==> src/rtl/toy_pack.sv <==
// Shared widths for the toy core pipeline.
package toy_pack;
  localparam int INST_WIDTH     = 32;
  localparam int INST_IDX_WIDTH = 6;
  localparam int ADDR_WIDTH     = 32;
  localparam int REG_WIDTH      = 32;
endpackage

==> src/rtl/toy_mext.sv <==
// Iterative RV32M multiply/divide unit: one instruction in flight, one commit per instruction.
//
// state | meaning
// IDLE  | ready for a new instruction
// MUL   | registering the product
// DIV   | one restoring-divide quotient bit per cycle, cnt 31 down to 0
// DONE  | result held; writeback/commit registered on the following edge
module toy_mext
  import toy_pack::*;
(
  input  logic                      clk,
  input  logic                      rst_n,
  input  logic                      mext_inst_vld,
  output logic                      mext_inst_rdy,
  input  logic [INST_WIDTH-1:0]     mext_inst_pld,
  input  logic [INST_IDX_WIDTH-1:0] mext_inst_idx,
  input  logic [4:0]                mext_inst_rd,
  input  logic                      mext_inst_rd_en,
  input  logic [ADDR_WIDTH-1:0]     mext_inst_pc,
  input  logic [REG_WIDTH-1:0]      mext_inst_rs1_val,
  input  logic [REG_WIDTH-1:0]      mext_inst_rs2_val,
  output logic                      mext_reg_wr_en,
  output logic [4:0]                mext_reg_wr_idx,
  output logic [REG_WIDTH-1:0]      mext_reg_wr_data,
  output logic                      mext_commit_vld,
  output logic [INST_IDX_WIDTH-1:0] mext_commit_idx
);

  typedef enum logic [1:0] {IDLE, MUL, DIV, DONE} state_t;

  state_t                      state, state_nxt;
  logic [2:0]                  f3;
  logic [INST_IDX_WIDTH-1:0]   idx_q;
  logic [4:0]                  rd_q;
  logic                        rd_en_q;
  logic [REG_WIDTH-1:0]        op_a, op_b, rem_q, result;
  logic [4:0]                  cnt;
  logic                        neg_q, neg_r;

  // pc and the non-funct3 payload bits travel with the instruction but feed nothing here
  logic unused_inputs;
  assign unused_inputs = ^{mext_inst_pc, mext_inst_pld[INST_WIDTH-1:15], mext_inst_pld[11:0]};

  logic                 accept, is_div_in, signed_in, sel_rem_in, div0_in, ovf_in, special_in;
  logic [REG_WIDTH-1:0] abs_a, abs_b, spec_res;

  assign mext_inst_rdy = (state == IDLE);
  assign accept        = mext_inst_rdy && mext_inst_vld;
  assign is_div_in     = mext_inst_pld[14];
  assign signed_in     = ~mext_inst_pld[12];
  assign sel_rem_in    = mext_inst_pld[13];
  assign div0_in       = (mext_inst_rs2_val == '0);
  assign ovf_in        = signed_in && (mext_inst_rs1_val == 32'h8000_0000) && (mext_inst_rs2_val == '1);
  assign special_in    = is_div_in && (div0_in || ovf_in);
  assign abs_a         = (signed_in && mext_inst_rs1_val[31]) ? -mext_inst_rs1_val : mext_inst_rs1_val;
  assign abs_b         = (signed_in && mext_inst_rs2_val[31]) ? -mext_inst_rs2_val : mext_inst_rs2_val;
  assign spec_res      = div0_in ? (sel_rem_in ? mext_inst_rs1_val : '1)
                                 : (sel_rem_in ? '0 : 32'h8000_0000);

  // Operands sign-extended to 64 bits; the low 64 bits of this product equal those of the 33x33 form.
  logic                 ext_a, ext_b;
  logic signed [63:0]   mul_a, mul_b, prod;
  logic [REG_WIDTH-1:0] mul_res;

  assign ext_a   = (f3 != 3'b011) && op_a[31];
  assign ext_b   = ~f3[1] && op_b[31];
  assign mul_a   = {{32{ext_a}}, op_a};
  assign mul_b   = {{32{ext_b}}, op_b};
  assign prod    = mul_a * mul_b;
  assign mul_res = (f3 == 3'b000) ? prod[31:0] : prod[63:32];

  // op_a doubles as the quotient shift register; op_b holds the divisor magnitude.
  logic [32:0]          diff;
  logic                 q_bit;
  logic [REG_WIDTH-1:0] rem_nxt, quo_nxt, q_fin, r_fin, div_res;

  assign diff    = {rem_q, op_a[31]} - {1'b0, op_b};
  assign q_bit   = ~diff[32];
  assign rem_nxt = q_bit ? diff[31:0] : {rem_q[30:0], op_a[31]};
  assign quo_nxt = {op_a[30:0], q_bit};
  assign q_fin   = neg_q ? -quo_nxt : quo_nxt;
  assign r_fin   = neg_r ? -rem_nxt : rem_nxt;
  assign div_res = f3[1] ? r_fin : q_fin;

  // State register
  always_ff @(posedge clk or negedge rst_n) begin
    if (!rst_n) state <= IDLE;
    else        state <= state_nxt;
  end

  // Next-state decode
  always_comb begin
    state_nxt = state;
    case (state)
      IDLE: if (accept) begin
              if (!is_div_in)      state_nxt = MUL;
              else if (special_in) state_nxt = DONE;
              else                 state_nxt = DIV;
            end
      MUL:  state_nxt = DONE;
      DIV:  if (cnt == 5'd0) state_nxt = DONE;
      DONE: state_nxt = IDLE;
      default: state_nxt = IDLE;
    endcase
  end

  // Capture, multiply and divide datapath; result is loaded on every entry into DONE
  always_ff @(posedge clk or negedge rst_n) begin
    if (!rst_n) begin
      f3 <= '0; idx_q <= '0; rd_q <= '0; rd_en_q <= 1'b0;
      op_a <= '0; op_b <= '0; rem_q <= '0; result <= '0;
      cnt <= '0; neg_q <= 1'b0; neg_r <= 1'b0;
    end else begin
      case (state)
        IDLE: if (accept) begin
                f3      <= mext_inst_pld[14:12];
                idx_q   <= mext_inst_idx;
                rd_q    <= mext_inst_rd;
                rd_en_q <= mext_inst_rd_en;
                neg_q   <= signed_in && (mext_inst_rs1_val[31] ^ mext_inst_rs2_val[31]);
                neg_r   <= signed_in && mext_inst_rs1_val[31];
                rem_q   <= '0;
                cnt     <= 5'd31;
                result  <= spec_res;
                op_a    <= is_div_in ? abs_a : mext_inst_rs1_val;
                op_b    <= is_div_in ? abs_b : mext_inst_rs2_val;
              end
        MUL:  result <= mul_res;
        DIV:  begin
                op_a  <= quo_nxt;
                rem_q <= rem_nxt;
                if (cnt == 5'd0) result <= div_res;
                else             cnt    <= cnt - 5'd1;
              end
        default: ;
      endcase
    end
  end

  // Writeback/commit registered from DONE so nothing reaches them combinationally from the issue port
  always_ff @(posedge clk or negedge rst_n) begin
    if (!rst_n) begin
      mext_commit_vld  <= 1'b0;
      mext_commit_idx  <= '0;
      mext_reg_wr_en   <= 1'b0;
      mext_reg_wr_idx  <= '0;
      mext_reg_wr_data <= '0;
    end else if (state == DONE) begin
      mext_commit_vld  <= 1'b1;
      mext_commit_idx  <= idx_q;
      mext_reg_wr_en   <= rd_en_q && (rd_q != 5'd0);
      mext_reg_wr_idx  <= rd_q;
      mext_reg_wr_data <= result;
    end else begin
      mext_commit_vld  <= 1'b0;
      mext_commit_idx  <= '0;
      mext_reg_wr_en   <= 1'b0;
      mext_reg_wr_idx  <= '0;
      mext_reg_wr_data <= '0;
    end
  end

endmodule

==> config.mk <==
export PLATFORM = sky130hd
export DESIGN_NAME = toy_mext
export DESIGN_NICKNAME = d
export VERILOG_FILES = /design/src/rtl/toy_pack.sv /design/src/rtl/toy_mext.sv
export SDC_FILE = /design/constraint.sdc
export NUM_CORES = 2
export LEC_CHECK = 0
export BUFFER_PORTS_ARGS = -buffer_cell sky130_fd_sc_hd__buf_2
export CAP_MARGIN = 5
export CORE_MARGIN = 5
export CORE_UTILIZATION = 55
export CTS_BUF_LIST = sky130_fd_sc_hd__clkbuf_8
export CTS_CLUSTER_DIAMETER = 150
export CTS_CLUSTER_SIZE = 20
export DETAILED_ROUTE_END_ITERATION = 8
export GPL_TIMING_DRIVEN = 1
export PLACE_DENSITY = 0.79
export SLEW_MARGIN = 20
export SYNTH_ARGS = -nofsm -noshare
export SYNTH_HDL_FRONTEND = slang
export SYNTH_SLANG_ARGS = --single-unit
==> constraint.sdc <==
create_clock -name clk -period 24.3 [get_ports clk]
set_input_delay 0 -clock clk [delete_from_list [all_inputs] [get_ports clk]]
set_output_delay 0 -clock clk [all_outputs]
set_load 0.1 [all_outputs]
# Word-level counts from Yosys, hierarchy flattened
# Cells that the tools add are included.
[word_totals]
inputBits = 143
out_inout_bits = 46
word_cells = 92
reg_bits = 197
[classes]
reduce_logical = 23
multipliers = 1
bitwise_logic = 4
n_mux = 32
add_sub_neg = 6
n_eq_ne = 9
[op_table]
columns = ["op", "count"]
rows = [
  ["$mux 32", 17],
  ["$neg 32->32", 4],
  ["$pmux 32 s2", 2],
  ["$pmux 32 s3", 1],
  ["$eq 32x32->1 const B", 2],
  ["$mul 33x33->64", 1],
  ["$sub 33x32->33", 1],
  ["$logic_not 32->1", 1],
  ["$mux 5", 3],
  ["$logic_and 1x1->1", 10],
  ["$pmux 5 s2", 1],
  ["$pmux 2 s4", 1],
  ["$mux 2", 3],
  ["$mux 6", 1],
  ["$reduce_and 2->1", 3],
  ["$reduce_and 3->1", 2],
  ["$logic_not 5->1", 1],
  ["$reduce_bool 5->1", 1],
  ["$sub 5x1->5 const B", 1],
  ["$eq 2x2->1 const B", 2],
  ["$ne 2x2->1 const B", 2],
  ["$logic_not 3->1", 1],
  ["$mux 1", 3],
  ["$ne 3x2->1 const B", 1],
  ["8 further kinds", 10],
]

# Depth between registers and ports, before layout
[depth]
depth_word = 9
mapped_depth = 33
ltp_nobuf = 30

# Worst setup path before layout
# OpenSTA, ideal clock, no wires.
[synth_timing]
path_type = "flip-flop to flip-flop"
from = "reg op_a[31]"
to = "reg result[28]"
arrival_ns = 8.528
path_stages_with_launch = 31
synth_period_minus_slack_ns = 8.656
setup_ns = 0.128
required_time_ns = 24.172
setup_slack_ns = 15.644
n_path_buf = 3
path_cell_list = "dfrtp_1 clkbuf_1 inv_1 a21oi_1 clkbuf_1 clkbuf_1 nand2_1 fa_1 inv_1 fa_1 fa_1 inv_1 fa_1 inv_1 fa_1 fa_1 fa_1 inv_1 fa_1 inv_1 ha_1 and3_1 a311oi_1 a2bb2oi_1 o31ai_1 o31a_1 a41o_1 nand4b_1 o41ai_1 o41ai_1 nor2_1"
[synth_between]
elab_chain_len = 7
elab_cells_between_ends = 13
cone_classes = "3 x add/sub; 1 x mul; 7 x mux; 1 x bitwise; 1 x reduce/logical"
[synth_rtl]
columns = ["element", "line", "source"]
rows = [
  ["start, declared", "toy_mext.sv:36", "logic [REG_WIDTH-1:0] op_a, op_b, rem_q, result;"],
  ["start signal, assigned", "toy_mext.sv:125", "op_a <= is_div_in ? abs_a : mext_inst_rs1_val;"],
  ["start signal, assigned", "toy_mext.sv:130", "op_a <= quo_nxt;"],
  ["$sub 33x32->33", "toy_mext.sv:77", "assign diff = {rem_q, op_a[31]} - {1'b0, op_b};"],
  ["$mux 32 / $not 1->1 (equally long branches)", "toy_mext.sv:79, toy_mext.sv:78", ""],
  ["$neg 32->32 (on tied branches)", "toy_mext.sv:82, toy_mext.sv:81", ""],
  ["$mux 32 (on tied branches)", "toy_mext.sv:82, toy_mext.sv:81", ""],
  ["$mux 32", "toy_mext.sv:83", "assign div_res = f3[1] ? r_fin : q_fin;"],
  ["$mux 32", "toy_mext.sv:132", "if (cnt == 5'd0) result <= div_res;"],
  ["$pmux 32 s3 *", "toy_mext.sv:114", "case (state)"],
  ["end signal, assigned", "toy_mext.sv:124", "result <= spec_res;"],
  ["end signal, assigned", "toy_mext.sv:128", "MUL: result <= mul_res;"],
  ["end signal, assigned", "toy_mext.sv:132", ""],
  ["end, declared", "toy_mext.sv:36", ""],
]
# Mark *: on every way between the ends. The rest lies on a longest branch, timed or not. The select of a mux whose other input is x is not followed.
# A chain may end at the register's enable or synchronous reset.

# Worst setup path after layout
[layout_timing]
from = "reg op_a[31]"
to = "reg result[25]"
# The elaborated chain is that of the path after synthesis.

==> insert_results.sql <==
INSERT INTO impl_metrics (metric_group, metric, value, unit) VALUES
('outcome', 'run_status', 'finished clean', ''),
('detailed_routing', 'antenna_left', '0', ''),
('floorplan', 'ios', '189', ''),
('synth', 'ys_warn_count', '0', ''),
('place', 'dp.final_hpwl', '123000', 'um'),
('grt', 'first_global_vias', '45200', ''),
('clock_tree', 'clock-root-buffer', 'clkbuf_8', ''),
('timing', 'setup_viol', '0', ''),
('grt', 'grt_usage', '32.7', '%'),
('grt', 'global_route_wire_length_before_repair', '254000', 'um'),
('synth', 'yosys-mux-area-fraction', '0.906', '%'),
('worst_setup_path', 'critical_path_required', '24.84', 'ns'),
('synth', 'synth-compound-area-share', '9.00', '%'),
('timing', 'worst_slack_setup_final', '13.86', 'ns'),
('synth', 'flip_flop_and_latch_count_after_synthesis', '197', ''),
('timing', 'report.final.hold_viol_count', '0', ''),
('clock_tree', 'worst_skew_pair.late_latency', '0.60', 'ns'),
('worst_setup_path', 'cp_common_cell', 'fa_1', ''),
('synth', 'ys_top_cells_by_area', 'fa_1 44%, dfrtp_1 9.5%, inv_1 8.5%, nand2_1 7.0%, ha_1 6.2%', ''),
('worst_setup_path', 'timing.setup.critical_path_class', 'reg2reg', ''),
('worst_setup_path', 'path_depth', '30', ''),
('worst_setup_path', 'slowest_stage', 'fa_1', ''),
('layout', 'synthToLayoutAreaGrowth', '5.63', '%'),
('synth', 'synth_most_common_cell', 'inv_1', ''),
('worst_setup_path', 'crit_path_max_fanout', '31', ''),
('clock_tree', 'cts_sinks', '197', ''),
('detailed_routing', 'viasPerCell', '5.90', ''),
('synth', 'synthArstFlopShare', '100', '%'),
('clock_tree', 'clock_tree.htree_level_count', '4', ''),
('synth', 'syn_nets', '7445', ''),
('worst_setup_path', 'r2r-end', 'result[25]', ''),
('synth', 'yosysTopAreaCellShare', '43.5', '%'),
('grt', 'antenna_found_initial', '6', ''),
('timing', 'post-route-period-util', '43.0', '%'),
('worst_setup_path', 'startpoint_type_of_the_worst_setup_path', 'flop', ''),
('hold_path', 'hp-class', 'in2async', ''),
('detailed_routing', 'dr.first_iter.drc_count', '3852', ''),
('floorplan', 'row_count', '112', ''),
('worst_setup_path', 'r2r_setup_slack', '13.86', 'ns'),
('synth', 'count_of_flip_flops_with_a_built_in_enable_after_synthesis', '0', ''),
('worst_setup_path', 'timing.reg2reg.worst_path_depth', '30', ''),
('layout', 'post_route_cells_drive_above_1_share', '5.11', '%'),
('synth', 'synthXorXnorAreaFrac', '3.28', '%'),
('synth', 'synth_top_cells_by_count', '1,168 x inv_1, 1,126 x fa_1, 969 x nand2_1', ''),
('synth', 'share_of_synthesized_area_occupied_by_flip_flops_and_latches', '9.52', '%'),
('synth', 'postSynthAreaPerCell', '8.75', 'um^2'),
('synth', 'synth_top_cell_by_area', 'fa_1', ''),
('layout', 'multi_input_comb_area', '41100', 'um^2'),
('worst_setup_path', 'critPathLaunch', 'op_a[31]', ''),
('floorplan', 'coreArea', '93300', 'um^2'),
('clock_tree', 'cts.clk_slew.worst_paths', '0.14', 'ns'),
('timing', 'grt_setup_unrepaired', 'no', ''),
('clock_tree', 'max-clock-path-buffers', '2', ''),
('place', 'final_estimated_routing_congestion_in_global_placement', '1.05', ''),
('worst_setup_path', 'r2r_start', 'op_a[31]', ''),
('floorplan', 'die_area', '100000', 'um^2'),
('timing', 'fin_tns_setup', '0', 'ns'),
('synth', 'most_used_flip_flop_cell_after_synthesis', 'dfrtp_1', ''),
('floorplan', 'initial_utilization', '55.5', '%'),
('worst_setup_path', 'critPathCaptureType', 'flop', ''),
('synth', 'synth_fa_ha_area_share', '49.7', '%'),
('synth', 'synth_top_family_by_area', 'adder cells', ''),
('synth', 'synth_cell_types', '89', ''),
('detailed_routing', 'drcViolationCount', '0', ''),
('flow_run', 'maxCapViolCount', '0', ''),
('worst_setup_path', 'critical_path_buf_inv_count', '8', ''),
('timing', 'max_slew_margin', '27.3', '%'),
('synth', 'synth_area', '51800', 'um^2'),
('floorplan', 'die_w', '317', 'um'),
('timing', 'max_freq', '0.0958', 'GHz'),
('clock_tree', 'cts_resized', '0', '');
[stage by stage]
stage          cell area, um^2  instances  util (%)  hold slack (ns)
2_1_floorplan            51800       5920         -           -0.296
3_5_place_dp             53200       7028      57.0           0.0800
3_3_place_gp             53200       7028      57.0           0.0716
4_1_cts                  54700       7163      58.6           0.0126
6_report                 54700       7167      58.6          0.00464
5_1_grt                  54700       7164      58.6           0.0353
[cell type report]
cell class              count  area share [%]
clock inverters            14           0.288
flip-flops and latches    197            9.02
diodes                      4          0.0183
multi-input cells        4195            75.1
well taps                1254            2.87
inverters                1172            8.05
repair buffers            313            4.20
clock buffers              18           0.453
[per-layer routing]
layer | up-vias | part of all wire (%) | track usage [%]
met4 | 4 | 6.7 | 17.1
met3 | 627 | 10 | 7.36
met2 | 2413 | 46 | 52.6
li1 | 17900 | - | -
met5 | - | 0.014 | 0
met1 | 21300 | 36 | 41.9
[flip-flops by register name (all words and copies together) (netlist names)]
signal / count
neg_r: 1
result: 32
rd_q: 5
neg_q: 1
f3: 3
mext_reg_wr_data: 32
rem_q: 32
cnt: 5
mext_commit_idx: 6
idx_q: 6
mext_reg_wr_en: 1
op_a: 32
state: 2
mext_commit_vld: 1
rd_en_q: 1
mext_reg_wr_idx: 5
op_b: 32
[cell usage in the layout, fill, tap and decap left out, types with 80 or more instances in the layout]
cell type / count
and2_1: 380
buf_2: 126
inv_1: 1169
a21oi_1: 202
dfrtp_1: 194
dlygate4sd3_1: 103
nand2_1: 967
o21ai_0: 254
xnor2_1: 114
fa_1: 1126
ha_1: 254
nor2_1: 215
buf_4: 83
xor2_1: 80
[how the worst min path moves through the flow]
stage	start	end	slack, ns	cells past startpoint
after CTS	rst_n	mext_reg_wr_data[26]	0.01	2
after global placement	rst_n	mext_commit_idx[5]	0.07	1
after detailed placement	rst_n	mext_reg_wr_idx[1]	0.08	1
after floorplan	rst_n	cnt[0]	-0.30	0
after global routing	rst_n	cnt[3]	0.04	2
final	rst_n	state[1]	0.005	2
[kinds of logic (layout without fill, tap and decap cells)]
group / count (synthesis) / count (layout)
compound gates: 744 / 744
fa+ha+maj: 1382 / 1382
simple gates: 1830 / 1830
mux: 45 / 45
other cells: 0 / 4
xor+xnor: 194 / 194
flops: 197 / 197
buf+inv: 1528 / 1517
[what timing repair did]
| item | 4_1_cts | 5_1_grt |
|---|---|---|
| setup endpoints to repair | 0 | 0 |
| setup buffers | 0 | 0 |
| hold buffers | 103 | 0 |
| endpoints found under the hold margin | 188 | 0 |
[worst register-to-register path: cells and delay by family, from the launching register on]
| family | cells | cell delay, ns |
|---|---|---|
| adders and majority gates | 9 | 5.23 |
| buffers and inverters | 8 | 1.80 |
| and+or+nand+nor | 7 | 1.63 |
| AOI/OAI and AO/OA | 5 | 0.99 |
| DFF | 1 | 0.38 |
| xor gates and xnor gates | 1 | 0.38 |
Power is not shown: default switching activity piles up to over one toggle a cycle in this logic, so the estimate is an artifact.
